`config.mk`:
```
export PLATFORM = sky130hd
export DESIGN_NAME = park_lot_manager
export DESIGN_NICKNAME = d
export VERILOG_FILES = /design/src/rtl/park_pkg.sv /design/src/rtl/free_space_finder.sv /design/src/rtl/park_lot_manager.sv
export SDC_FILE = /design/constraint.sdc
export NUM_CORES = 1
export LEC_CHECK = 0
export CAP_MARGIN = 30
export CORE_MARGIN = 2
export CORE_UTILIZATION = 45
export DETAILED_ROUTE_END_ITERATION = 10
export HOLD_SLACK_MARGIN = 0.12
export PLACE_DENSITY = 0.77
export SYNTH_ARGS = -nofsm -noshare
export SYNTH_HDL_FRONTEND = slang
export SYNTH_SLANG_ARGS = --single-unit
export TNS_END_PERCENT = 1
```
`constraint.sdc`:
```
create_clock -name clk -period 17.4 [get_ports clk]
set_input_delay 2.61 -clock clk [delete_from_list [all_inputs] [get_ports clk]]
set_output_delay 2.61 -clock clk [all_outputs]
set_load 0.005 [all_outputs]
```
`src/rtl/park_pkg.sv`:
```
// Shared definitions for the parking-lot occupancy manager: sizes, FSM states,
// and the token cipher used on both the entry and exit sides.
package park_pkg;

  localparam int unsigned NUM_SPACES = 8;
  localparam int unsigned SPACE_W    = 3;
  localparam int unsigned COUNT_W    = 4;
  localparam int unsigned GATE_W     = 4;

  typedef enum logic [1:0] {
    ST_IDLE  = 2'd0,
    ST_ALLOC = 2'd1,
    ST_GATE  = 2'd2
  } park_state_e;

  // Token cipher is a plain XOR, so encode and decrypt are the same operation.
  function automatic logic [SPACE_W-1:0] token_encode(
    input logic [SPACE_W-1:0] space,
    input logic [SPACE_W-1:0] pattern
  );
    return space ^ pattern;
  endfunction

  function automatic logic [SPACE_W-1:0] decrypt(
    input logic [SPACE_W-1:0] token,
    input logic [SPACE_W-1:0] pattern
  );
    return token ^ pattern;
  endfunction

  function automatic logic [COUNT_W-1:0] popcount(
    input logic [NUM_SPACES-1:0] vec
  );
    logic [COUNT_W-1:0] cnt;
    cnt = '0;
    for (int i = 0; i < int'(NUM_SPACES); i++) begin
      cnt = cnt + COUNT_W'(vec[i]);
    end
    return cnt;
  endfunction

endpackage

```
`src/rtl/free_space_finder.sv`:
```
// Lowest-index free space priority encoder over the occupancy vector.
module free_space_finder
  import park_pkg::*;
(
  input  logic [NUM_SPACES-1:0] occupancy,
  output logic [SPACE_W-1:0]    free_idx_c,
  output logic                  all_full_c
);

  // Scan from the top so the lowest zero bit wins.
  always_comb begin
    free_idx_c = '0;
    all_full_c = 1'b1;
    for (int i = int'(NUM_SPACES) - 1; i >= 0; i--) begin
      if (!occupancy[i]) begin
        free_idx_c = SPACE_W'(i);
        all_full_c = 1'b0;
      end
    end
  end

endmodule

```
`src/rtl/park_lot_manager.sv`:
```
// Occupancy owner for the 8-space lot: allocates spaces and drives the entry
// gate, and frees spaces reported by the exit side.
module park_lot_manager
  import park_pkg::*;
#(
  parameter int unsigned GATE_CYCLES = 4
) (
  input  logic                  clk,
  input  logic                  reset,
  input  logic                  enter,
  input  logic [SPACE_W-1:0]    pattern,
  input  logic                  exit,
  input  logic [NUM_SPACES-1:0] park_location,
  output logic [SPACE_W-1:0]    token,
  output logic                  token_valid,
  output logic                  gate_open,
  output logic                  reject,
  output logic                  exit_error,
  output logic [NUM_SPACES-1:0] occupancy,
  output logic [COUNT_W-1:0]    free_count,
  output logic                  full,
  output logic                  busy
);

  park_state_e             state_q, state_d;
  logic [SPACE_W-1:0]      pattern_q, pattern_d;
  logic [GATE_W-1:0]       gate_cnt_q, gate_cnt_d;
  logic [NUM_SPACES-1:0]   occ_q, occ_d;
  logic [SPACE_W-1:0]      token_q, token_d;
  logic                    token_valid_q, token_valid_d;
  logic                    gate_open_q, gate_open_d;
  logic                    reject_q, reject_d;
  logic                    exit_error_q, exit_error_d;
  logic [COUNT_W-1:0]      free_count_q, free_count_d;
  logic                    full_q, full_d;
  logic                    busy_q, busy_d;

  logic [SPACE_W-1:0]      free_idx_c;
  logic                    all_full_c;
  logic                    exit_legal_c;
  logic [NUM_SPACES-1:0]   alloc_set_c;
  logic [NUM_SPACES-1:0]   exit_clr_c;

  free_space_finder u_finder (
    .occupancy  (occ_q),
    .free_idx_c (free_idx_c),
    .all_full_c (all_full_c)
  );

  // Exit is legal only for a single, currently occupied space (pre-edge view).
  assign exit_legal_c = exit && $onehot(park_location) && (|(park_location & occ_q));

  always_comb begin
    state_d       = state_q;
    pattern_d     = pattern_q;
    gate_cnt_d    = gate_cnt_q;
    token_d       = token_q;
    token_valid_d = 1'b0;
    gate_open_d   = gate_open_q;
    reject_d      = 1'b0;
    exit_error_d  = 1'b0;
    alloc_set_c   = '0;
    exit_clr_c    = '0;

    if (exit) begin
      if (exit_legal_c) begin
        exit_clr_c = park_location;
      end else begin
        exit_error_d = 1'b1;
      end
    end

    case (state_q)
      ST_IDLE: begin
        if (enter) begin
          pattern_d = pattern;
          state_d   = ST_ALLOC;
        end
      end
      ST_ALLOC: begin
        if (all_full_c) begin
          reject_d = 1'b1;
          state_d  = ST_IDLE;
        end else begin
          alloc_set_c   = NUM_SPACES'(1) << free_idx_c;
          token_d       = token_encode(free_idx_c, pattern_q);
          token_valid_d = 1'b1;
          gate_cnt_d    = GATE_W'(GATE_CYCLES);
          gate_open_d   = 1'b1;
          state_d       = ST_GATE;
        end
      end
      ST_GATE: begin
        gate_cnt_d = gate_cnt_q - GATE_W'(1);
        if (gate_cnt_q == GATE_W'(1)) begin
          gate_open_d = 1'b0;
          state_d     = ST_IDLE;
        end
      end
      default: begin
        gate_open_d = 1'b0;
        state_d     = ST_IDLE;
      end
    endcase

    // A just-allocated bit is never in exit_clr_c: it was clear before the edge.
    occ_d        = (occ_q | alloc_set_c) & ~exit_clr_c;
    free_count_d = COUNT_W'(NUM_SPACES) - popcount(occ_d);
    full_d       = &occ_d;
    busy_d       = (state_d != ST_IDLE);
  end

  always_ff @(posedge clk) begin
    if (reset) begin
      state_q       <= ST_IDLE;
      pattern_q     <= '0;
      gate_cnt_q    <= '0;
      occ_q         <= '0;
      token_q       <= '0;
      token_valid_q <= 1'b0;
      gate_open_q   <= 1'b0;
      reject_q      <= 1'b0;
      exit_error_q  <= 1'b0;
      free_count_q  <= COUNT_W'(NUM_SPACES);
      full_q        <= 1'b0;
      busy_q        <= 1'b0;
    end else begin
      state_q       <= state_d;
      pattern_q     <= pattern_d;
      gate_cnt_q    <= gate_cnt_d;
      occ_q         <= occ_d;
      token_q       <= token_d;
      token_valid_q <= token_valid_d;
      gate_open_q   <= gate_open_d;
      reject_q      <= reject_d;
      exit_error_q  <= exit_error_d;
      free_count_q  <= free_count_d;
      full_q        <= full_d;
      busy_q        <= busy_d;
    end
  end

  assign token       = token_q;
  assign token_valid = token_valid_q;
  assign gate_open   = gate_open_q;
  assign reject      = reject_q;
  assign exit_error  = exit_error_q;
  assign occupancy   = occ_q;
  assign free_count  = free_count_q;
  assign full        = full_q;
  assign busy        = busy_q;

endmodule

```
==> summary.md, run 1 <==
| Metric | Value |
|---|---|
| TritonCTS Buffers | `5` |
| H-tree Lvls | `2` |
| Share of the synthesized area in the top cell type | `a little over a third` |
| Maxcap violations | `0` |
| Worst hold path type | `flip-flop to flip-flop` |
| Die span in y | `64.9 µm` |
| Post-synth EDFFs | `0` |
| Die area | `roughly 4200 µm²` |
| Final nets | `approximately 250` |
| Total Wirelength | `approximately 3500 µm` |
| VDD IR max | `~0.046 mV` |
| Number of global-route vias before repair | `1359` |
| Num rows | `22` |
| Max Root-Sink Buffers | `2` |
| RSZ-0062 raised after global routing | `false` |
| Post-DRT Antenna Nets | `0` |
| Routed vias/inst | `slightly above 5` |
| Combinational share of power | `19.4%` |
| Core Region | `between 3000 and 4000 µm²` |
| Mapped cell area | `between 1500 and 2000 µm²` |
| Fin. Hold Viols | `0` |
| Yosys cell types | `43` |
| Synth Register Bits | `30` |
| Post-synth net total | `217` |
| Cell taking the most area after synthesis | `dfxtp_1` |
| Fraction of registers with async set/reset | `0%` |
| CTS tree | `built` |
| # hold bufs at CTS | `0` |
| Drt wl/cell | `13.0 µm` |
| CTS sink cnt | `30` |
| Warnings, synthesis | `0` |
| Worst skew pair latency | `0.29 ns` |
| Layout area overhead | `28.8%` |
| Post-layout util | `59.6%` |
| CTS-repair resized insts | `0` |
| Final Max Slew Viols | `0` |
| Sequential Power Share | `roughly 45%` |
| # fillers | `around 330` |
| Clock Tree Root | `clkbuf_8` |
| Final worst slack | `8.86 ns` |
| Outcome | `finished, final reports clean` |
| HPWL after DPL | `2630 µm` |
| Gr usage total | `18.7%` |
| I/O pins | `36` |
| Reg2Reg Launch Point | `occupancy[3]$_SDFF_PP0_` |
| Drc violations | `0` |
| Worst Setup Start Kind | `input pin` |
| Post-CTS Repair Setup Buffers | `0` |
| Leakage power | `just over 0.8 nW` |
| Placement Setup Slack | `~8.6 ns` |
| Clock power share | `35.8%` |
| Largest net degree at the start of global routing | `17` |
| Diodes inserted | `0` |
| First-pass GRT wire length | `around 6000 µm` |
| Switching Share | `between 20 and 30%` |
| Power Total | `around 0.17 mW` |
| Critical Path AT | `roughly 8.7 ns` |
| Vias | `around 1400` |
| Critical path class | `input pin to flip-flop` |
| Grt total ovfl | `0` |
| Main synth FF type | `dfxtp_1` |
| CP Data Required Time | `roughly 18 ns` |
| Chip width | `around 65 µm` |
| Initial Util | `approximately 46%` |
| Worst-path fanout max | `12` |
| Pwr dens | `78.6 nW/µm²` |
| Setup TNS | `0 ns` |
| Cells after Synth | `184` |
| Slew HR | `roughly 45%` |
| Final Skew | `0.00562 ns` |
| GPL Wtd Cong | `between 0.8 and 0.9` |
| CP Capture Type | `flip-flop` |
| I/O Buffers | `35` |
| Iter 0 DRT Violations | `40` |
| Reg clk slew, reported paths | `around 0.07 ns` |
| Average footprint of a synthesized cell | `around 9.1 µm²` |
| Post-synthesis sequential area ratio | `approximately 36%` |
| Share of layout cells above drive strength 1 | `7.27%` |
| P_sw | `0.0471 mW` |
| Most numerous cell in the Yosys netlist | `dfxtp_1` |
| Hold path startpoint | `pattern_q[1]$_SDFFE_PP0P_` |
| CP startpoint | `park_location[0]` |
| Min Tclk post-route | `between 8 and 9 ns` |
| TritonRoute pass-1 iters | `4` |
| Initial antenna violation count | `0` |
| Tcrit/Tclk final | `49.1%` |
| Area contributors post-synth | `dfxtp_1, fa_1, ha_1` |
| Worst-margin pin slew | `between 0.8 and 0.9 ns` |
| Worst R2R Setup Slack | `13.22 ns` |
| Commonest cells in the netlist | `dfxtp_1, inv_1, nor2_1, a21oi_1, nand2_1` |
| Final setup viols | `0` |
| Fmax | `approximately 0.12 GHz` |
| Internal power | `between 0.1 and 0.15 mW` |
-- path summary, 6_finish.rpt --
kind | cells after the start | to
setup / recovery | 19 | free_count[3]$_SDFF_PP1_
hold / removal | 2 | pattern_q[1]$_SDFFE_PP0P_
setup reg to reg | 11 | free_count[3]$_SDFF_PP1_
hold reg to reg | 2 | pattern_q[1]$_SDFFE_PP0P_
-- power groups by stage --
stage	clock (mW)	combinational, mW	sequential [mW]
floorplan	0	0.0194	0.0767
global placement	0	0.0313	0.0773
detailed placement	0	0.0324	0.0774
CTS	0.0611	0.0329	0.0758
global route	0.0642	0.0371	0.0763
finish	0.0604	0.0327	0.0758
-- cells by family after synthesis --
kind of cell,share of synthesized area (%)
compound gates,18.0
xor+xnor,2.10
fa+ha+maj,17.7
buf+inv,7.35
flops,36.0
simple gates,18.8
-- routing by layer --
layer / global-route usage, % / vias to the layer above / share of wire (%)
li1: - / 696 / -
met1: 22.1 / 643 / 43
met2: 31.7 / 39 / 50
met3: 4.17 / 8 / 4.7
met4: 9.04 / 0 / 2.1
met5: 0 / - / 0
-- state kept, by name, summed over array words and instances (netlist names) --
register	cells
free_count	4
occupancy	8
reject	1
gate_cnt_q	4
busy	1
token_valid	1
pattern_q	3
gate_open	1
exit_error	1
full	1
state_q	2
token	3
-- final cells by class --
| cell class | count | area [µm²] | share of cell area, % |
|---|---|---|---|
| Clock buffer | 6 | 82.6 | 3.84 |
| Clock inverter | 2 | 12.5 | 0.582 |
| Inverter | 22 | 82.6 | 3.84 |
| Multi-Input combinational cell | 124 | 945 | 44.0 |
| Sequential cell | 30 | 601 | 28.0 |
| Tap cell | 48 | 60.1 | 2.80 |
| Timing Repair Buffer | 36 | 365 | 17.0 |
-- layout by cell type (no fill, tap or decap), drive strengths merged, types with 2 or more instances in the layout --
cell	Yosys	routed
clkdlybuf4s50	0	35
dfxtp	30	30
inv	22	22
nor2	17	17
a21oi	16	16
nand2	13	13
nor2b	11	11
ha	10	10
fa	8	8
nor3	6	6
clkbuf	5	6
a211oi	6	6
a22oi	4	4
nand3	3	3
o2111ai	2	2
o2bb2ai	2	2
nor3b	2	2
xor2	2	2
a31oi	2	2
xnor2	2	2
or4	2	2
-- critical path, cell delays in order --
cell,delay [ns]
clkdlybuf4s50_1,0.53
inv_1,0.08
fa_1,0.57
fa_1,0.43
fa_1,0.44
inv_1,0.07
ha_1,0.15
inv_1,0.05
fa_1,0.38
a211o_1,0.24
a211oi_2,0.72
a21oi_1,0.25
fa_1,0.59
inv_1,0.04
ha_1,0.21
fa_1,0.49
fa_1,0.43
ha_1,0.18
or2_2,0.26
-- through the flow --
stage / area [µm²] / hold slack, ns / std cells
finish: 2150 / 0.484 / 268
global route: 2150 / 0.503 / 268
CTS: 2150 / 0.491 / 268
detailed placement: 2050 / 0.481 / 260
global placement: 2040 / 0.473 / 259
floorplan: 1670 / 0.448 / 184
Note: power is estimated with default switching activity, not from simulation.
==> run 2, diff against run 1 <==
==> constraint.sdc (replaced) <==
create_clock -name clk -period 8.1 [get_ports clk]
set_input_delay 1.215 -clock clk [delete_from_list [all_inputs] [get_ports clk]]
set_output_delay 1.215 -clock clk [all_outputs]
set_load 0.005 [all_outputs]
==> run 2 against run 1 <==
  * Clock skew grew 0.0021 ns
  * Design area grew 3.0%
  * Wire length grew 0.63%
  * Non-clock buffer count grew 1
  * Sequential cell count is the same
  * Register-to-register slack lost 9.0 ns
  * Clock power grew to 3.1 times the previous value
  * Total power grew 150%
  * Sequential power grew 120%
  * Utilization grew 1.8 points
  * Worst hold slack gained 0.0036 ns
  * Combinational power grew 110%
==> summary.md, run 2 (synthesis results as in run 1) <==
| Metric | Value |
|---|---|
| Outcome | `finished, final reports clean` |
| Vias | `1411 (+1.8%)` |
| TritonCTS Buffers | `5 (unchanged)` |
| Final setup viols | `0 (unchanged)` |
| # hold bufs at CTS | `0 (unchanged)` |
| GPL Wtd Cong | `0.861 (-4.1%)` |
| Worst-margin pin slew | `0.518 ns (-0.310 ns)` |
| Critical Path AT | `7.06 ns (-1.65 ns)` |
| Max FFs per register | `8 (unchanged)` |
| Tcrit/Tclk final | `a little under nine tenths` |
| Commonest non-fill, non-tap cell in the layout | `clkdlybuf4s50_1` |
| Critical path class | `input pin to flip-flop` |
| CP Capture Type | `flip-flop` |
| Chip width | `64.9 µm (unchanged)` |
| Power Total | `0.420 mW (+150%)` |
| Placement Setup Slack | `0.901 ns (-7.66 ns)` |
| Max Root-Sink Buffers | `2 (unchanged)` |
| Final nets | `253 (+0.40%)` |
| RSZ-0062 raised after global routing | `false` |
| Worst hold path type | `flip-flop to flip-flop` |
| Slew HR | `65.2% (+20 points)` |
| Pwr dens | `190 nW/µm² (+140%)` |
| Largest net degree at the start of global routing | `31 (+14)` |
| Routed vias/inst | `5.25 (+1.4%)` |
| Worst skew pair latency | `0.28 ns (about the same)` |
| Core Region | `3610 µm² (unchanged)` |
| Final Skew | `0.00767 ns (+0.00205 ns)` |
| CTS sink cnt | `30 (unchanged)` |
| Area after DPL | `2050 µm² (-0.37%)` |
| Diodes inserted | `0 (unchanged)` |
| WP buf/inv | `6 (+1)` |
| Worst Setup Start Kind | `input pin` |
| Min Tclk post-route | `6.89 ns` |
| Layout area overhead | `32.7%` |
| Drc violations | `0 (unchanged)` |
| Most frequent cells in the layout | `clkdlybuf4s50_1, dfxtp_1, inv_1` |
| VDD IR max | `0.0959 mV (+110%)` |
| Slowest cell delay on critical path | `0.56 ns (-0.16 ns)` |
| Leakage power | `0.861 nW (+4.2%)` |
| Final worst slack | `1.21 ns (-7.65 ns)` |
| Drt wl/cell | `13.1 µm (+0.26%)` |
| CTS-repair resized insts | `0 (unchanged)` |
| I/O Buffers | `35 (unchanged)` |
| Die area | `4210 µm² (unchanged)` |
| Fmax | `around 0.15 GHz` |
| Initial antenna violation count | `0 (unchanged)` |
| Grt total ovfl | `0 (unchanged)` |
| Num rows | `22 (unchanged)` |
| Top delay family on crit path | `adder cells` |
| Reg clk slew, reported paths | `0.07 ns (about the same)` |
| Maxcap violations | `0 (unchanged)` |
| HPWL after DPL | `2670 µm (+1.5%)` |
| H-tree Lvls | `2 (unchanged)` |
| Post-CTS Repair Setup Buffers | `0 (unchanged)` |
| Iter 0 DRT Violations | `36 (-10%)` |
| Gr usage total | `18.8% (+0.13 points)` |
| Worst-path fanout max | `7 (-5)` |
| CP Data Required Time | `8.27 ns (-9.30 ns)` |
| Setup TNS | `0 ns (unchanged)` |
| Number of global-route vias before repair | `1368 (+0.66%)` |
| TritonRoute pass-1 iters | `4 (unchanged)` |
| CTS tree | `built` |
| Final Instance Area | `2210 µm² (+3.0%)` |
| Clock Tree Root | `clkbuf_8` |
| Post-DRT Antenna Nets | `0 (unchanged)` |
| Final Max Slew Viols | `0 (unchanged)` |
| Total Wirelength | `3520 µm (+0.63%)` |
| Critical path's slowest cell | `fa_1` |
| First-pass GRT wire length | `6130 µm (+2.2%)` |
| I/O pins | `36 (unchanged)` |
| Crit-path most repeated cell | `fa_1` |
| Share of layout cells above drive strength 1 | `7.69% (+0.42 points)` |
| Fin. Hold Viols | `0 (unchanged)` |
| Crit path cell chain | `clkdlybuf4s50_1 > inv_1 > fa_1 > fa_1 > fa_1 > inv_1 > ha_1 > inv_1 > fa_1 > a211o_1 > a211oi_2 > buf_4 > a21oi_1 > fa_1 > inv_1 > ha_1 > fa_1 > fa_1 > ha_1 > or2_2` |
| Initial Util | `46.3% (unchanged)` |
| Die span in y | `64.9 µm (unchanged)` |
[run 2: changes by cell type in the layout (fill, tap and decap cells not counted)]
cell        change
clkbuf_16       +1
clkinv_2        -1
clkinvlp_4      -1
bufinv_16       +2
buf_8           -1
buf_4           +1
[run 2: layer usage]
| layer | part of all wire (%) | global-route usage [%] |
|---|---|---|
| met3 | 3.6 | 5.21 |
| met4 | 0.54 | 3.99 |
| met2 | 52 | 34.1 |
| met5 | 0 | 0 |
| met1 | 43 | 21.8 |
[run 2: through the flow]
stage / util, % / hold WS, ns / instances
2_1_floorplan: - / 0.448 / 184
3_3_place_gp: 56.7 / 0.469 / 260
3_5_place_dp: 56.7 / 0.483 / 260
4_1_cts: 60.7 / 0.492 / 268
5_1_grt: 61.4 / 0.515 / 269
6_report: 61.4 / 0.487 / 269
[run 2: path summary, 6_finish.rpt]
kind	slack (ns)	from	depth (start not counted)	to
setup / recovery	1.21	park_location[0]	20	free_count[3]$_SDFF_PP1_
hold / removal	0.49	pattern_q[0]$_SDFFE_PP0P_	2	pattern_q[0]$_SDFFE_PP0P_
setup reg to reg	4.19	occupancy[3]$_SDFF_PP0_	12	free_count[3]$_SDFF_PP1_
hold reg to reg	0.49	pattern_q[0]$_SDFFE_PP0P_	2	pattern_q[0]$_SDFFE_PP0P_
[run 2: worst register-to-register path: stages, from the launching register on]
cell and delay [ns]:
dfxtp_1 0.56, a22oi_1 0.15, and4_1 0.23, a211oi_2 0.38
buf_4 0.24, a21oi_1 0.11, fa_1 0.54, inv_1 0.04
ha_1 0.19, fa_1 0.49, fa_1 0.43, ha_1 0.17
or2_2 0.26
[run 2: power by group]
part	switching, mW	internal, mW	leakage, nW
Clock	0.0565	0.131	0.0714
Combinational	0.0329	0.0369	0.544
Sequential	0.00625	0.156	0.245
Total	0.0957	0.325	0.861
[run 2: cell type report]
class                      count  area [µm²]
clock buffer                   6        82.6
clock inverter                 2        60.1
fill                         327        1390
inverter                      22        82.6
multi-input combinational    124         945
sequential                    30         601
tap                           48        60.1
timing repair buffer          37         383
==> run 3, diff against run 2 <==
--- a/config.mk
+++ b/config.mk
@@ -10,7 +10,7 @@
 export CORE_UTILIZATION = 45
 export DETAILED_ROUTE_END_ITERATION = 10
 export HOLD_SLACK_MARGIN = 0.12
-export PLACE_DENSITY = 0.77
+export PLACE_DENSITY = 0.84
 export SYNTH_ARGS = -nofsm -noshare
 export SYNTH_HDL_FRONTEND = slang
 export SYNTH_SLANG_ARGS = --single-unit
==> run 3 against run 2 <==
  * Critical endpoint unchanged
  * Utilization shrank 1.7 points
  * Sequential share of layout area grew 0.77 points
  * Critical path type unchanged
  * Design area shrank 2.8%
  * Via count shrank 0.35%
==> summary.md, run 3 (synthesis results as in run 1) <==
| Metric | Value |
|---|---|
| HPWL after DPL | `2750 µm (+3.0%)` |
| Outcome | `finished, final reports clean` |
| P_sw | `0.0948 mW (-0.95%)` |
| Fmax | `0.149 GHz (+2.6%)` |
| Diodes inserted | `0 (unchanged)` |
| Total Wirelength | `3560 µm (+1.3%)` |
| Final Skew | `0.00471 ns (-0.00296 ns)` |
| VDD IR max | `0.0917 mV (-4.4%)` |
| Slew HR | `60.6% (-4.6 points)` |
| CTS tree | `built` |
| Post-DRT Antenna Nets | `0 (unchanged)` |
| Max Root-Sink Buffers | `2 (unchanged)` |
| Reg clk slew, reported paths | `0.06 ns (about the same)` |
| TritonCTS Buffers | `5 (unchanged)` |
| Critical path's slowest cell | `fa_1` |
| CTS-repair resized insts | `0 (unchanged)` |
| TritonRoute pass-1 iters | `4 (unchanged)` |
| Initial Util | `46.3% (unchanged)` |
| Worst-margin pin slew | `0.589 ns (+0.0710 ns)` |
| Die area | `4210 µm² (unchanged)` |
| Chip width | `64.9 µm (unchanged)` |
| DR top layer | `met4` |
| CP Capture Type | `flip-flop` |
| Final nets | `253 (unchanged)` |
| Met2 WL post-DR | `1820 µm (-1.2%)` |
| Internal power | `0.262 mW (-19%)` |
| GPL Wtd Cong | `0.888 (+3.1%)` |
| Largest net degree at the start of global routing | `17 (-45%)` |
| Clock power share | `34.4% (-10 points)` |
| Post-layout util | `59.7% (-1.7 points)` |
| Setup TNS | `0 ns (unchanged)` |
| Final Max Slew Viols | `0 (unchanged)` |
| Met1 wire length | `1470 µm (-3.8%)` |
| Post-CTS Repair Setup Buffers | `0 (unchanged)` |
| Leakage power | `0.833 nW (-3.3%)` |
| Grt total ovfl | `0 (unchanged)` |
| Core Region | `3610 µm² (unchanged)` |
| Worst Setup Start Kind | `input pin` |
| Combinational share of power | `19.9% (+3.3 points)` |
| # fillers | `307 (-6.1%)` |
| Critical Path AT | `6.89 ns (-0.17 ns)` |
| Most frequent cells in the layout | `clkdlybuf4s50_1, dfxtp_1, inv_1` |
| Worst hold path type | `flip-flop to flip-flop` |
| Final setup viols | `0 (unchanged)` |
| Crit-path most repeated cell | `fa_1` |
| CTS sink cnt | `30 (unchanged)` |
| H-tree Lvls | `2 (unchanged)` |
| Number of global-route vias before repair | `1323 (-3.3%)` |
| I/O Buffers | `35 (unchanged)` |
| Min Tclk post-route | `6.72 ns (-0.173 ns)` |
| Top delay family on crit path | `adder cells` |
| # hold bufs at CTS | `0 (unchanged)` |
| Vias | `1406 (-0.35%)` |
| WL met3 | `188 µm (+49%)` |
| Commonest non-fill, non-tap cell in the layout | `clkdlybuf4s50_1` |
| Drt wl/cell | `13.2 µm (+1.3%)` |
| Maxcap violations | `0 (unchanged)` |
| Critical path class | `input pin to flip-flop` |
| Sequential Power Share | `45.6% (+6.9 points)` |
| Fin. Hold Viols | `0 (unchanged)` |
| Tcrit/Tclk final | `83.0% (-2.1 points)` |
| Routed vias/inst | `5.23 (-0.35%)` |
| Layout area overhead | `29.0%` |
| Iter 0 DRT Violations | `82 (+130%)` |
| Share of layout cells above drive strength 1 | `7.24% (-0.45 points)` |
| Initial antenna violation count | `0 (unchanged)` |
| Worst skew pair latency | `0.28 ns (about the same)` |
| Slowest cell delay on critical path | `0.56 ns (about the same)` |
| Clock Tree Root | `clkbuf_8` |
| I/O pins | `36 (unchanged)` |
| RSZ-0062 raised after global routing | `false` |
| Gr usage total | `18.5% (-0.29 points)` |
| Num rows | `22 (unchanged)` |
| First-pass GRT wire length | `5940 µm (-3.1%)` |
| Max FFs per register | `8 (unchanged)` |
| Switching Share | `26.6% (+3.8 points)` |
| Crit path cell chain | `clkdlybuf4s50_1 > inv_1 > fa_1 > fa_1 > fa_1 > inv_1 > ha_1 > inv_1 > fa_1 > a211o_1 > a211oi_2 > buf_4 > a21oi_1 > fa_1 > inv_1 > ha_1 > fa_1 > fa_1 > ha_1 > or2_2` |
| Die span in y | `64.9 µm (unchanged)` |
| Pwr dens | `166 nW/µm² (-13%)` |
| WP buf/inv | `6 (unchanged)` |
| CP Data Required Time | `8.26 ns (about the same)` |
| Drc violations | `0 (unchanged)` |
| Worst-path fanout max | `12 (+5)` |
run 3: area by class of cell:
class	count	area [µm²]	area share (%)
inverters	22	82.6	3.84
well taps	48	60.1	2.79
flip-flops and latches	30	601	27.9
multi-input cells	124	945	43.9
clock buffers	7	86.3	4.01
clock inverters	1	5.00	0.233
repair buffers	37	373	17.3
run 3: tightest hold or removal path, cell delays in order, from the launching register on:
cell,delay [ns]
dfxtp_1,0.33
nand2_1,0.06
a21oi_1,0.05
run 3: metrics by stage:
step	instances	setup slack (ns)	total power [mW]	hold WS, ns	cell area [µm²]
after global placement	260	1.21	0.233	0.475	2050
final	269	1.38	0.357	0.491	2150
after floorplan	184	1.69	0.206	0.448	1670
after global routing	269	1.08	0.376	0.511	2150
after detailed placement	261	1.07	0.237	0.484	2060
after CTS	269	1.36	0.360	0.492	2150
run 3: final timing paths:
check,from,to,slack (ns),cells after the start
hold / removal,pattern_q[2]$_SDFFE_PP0P_,pattern_q[2]$_SDFFE_PP0P_,0.49,2
hold reg to reg,pattern_q[2]$_SDFFE_PP0P_,pattern_q[2]$_SDFFE_PP0P_,0.49,2
setup reg to reg,occupancy[2]$_SDFF_PP0_,free_count[3]$_SDFF_PP1_,4.29,11
setup / recovery,park_location[0],free_count[3]$_SDFF_PP1_,1.38,20
run 3: metal layers:
| layer | up-vias | GRT usage (%) |
|---|---|---|
| met1 | 654 | 20.9 |
| met5 | - | 0 |
| met2 | 42 | 32.1 |
| li1 | 699 | - |
| met3 | 11 | 5.56 |
| met4 | 0 | 7.98 |
run 3: power groups by stage:
| stage | registers, mW | logic (mW) | clock network [mW] |
|---|---|---|---|
| 2_1_floorplan | 0.165 | 0.0417 | 0 |
| 3_3_place_gp | 0.166 | 0.0668 | 0 |
| 3_5_place_dp | 0.166 | 0.0709 | 0 |
| 4_1_cts | 0.163 | 0.0716 | 0.126 |
| 5_1_grt | 0.164 | 0.0801 | 0.132 |
| 6_report | 0.163 | 0.0712 | 0.123 |
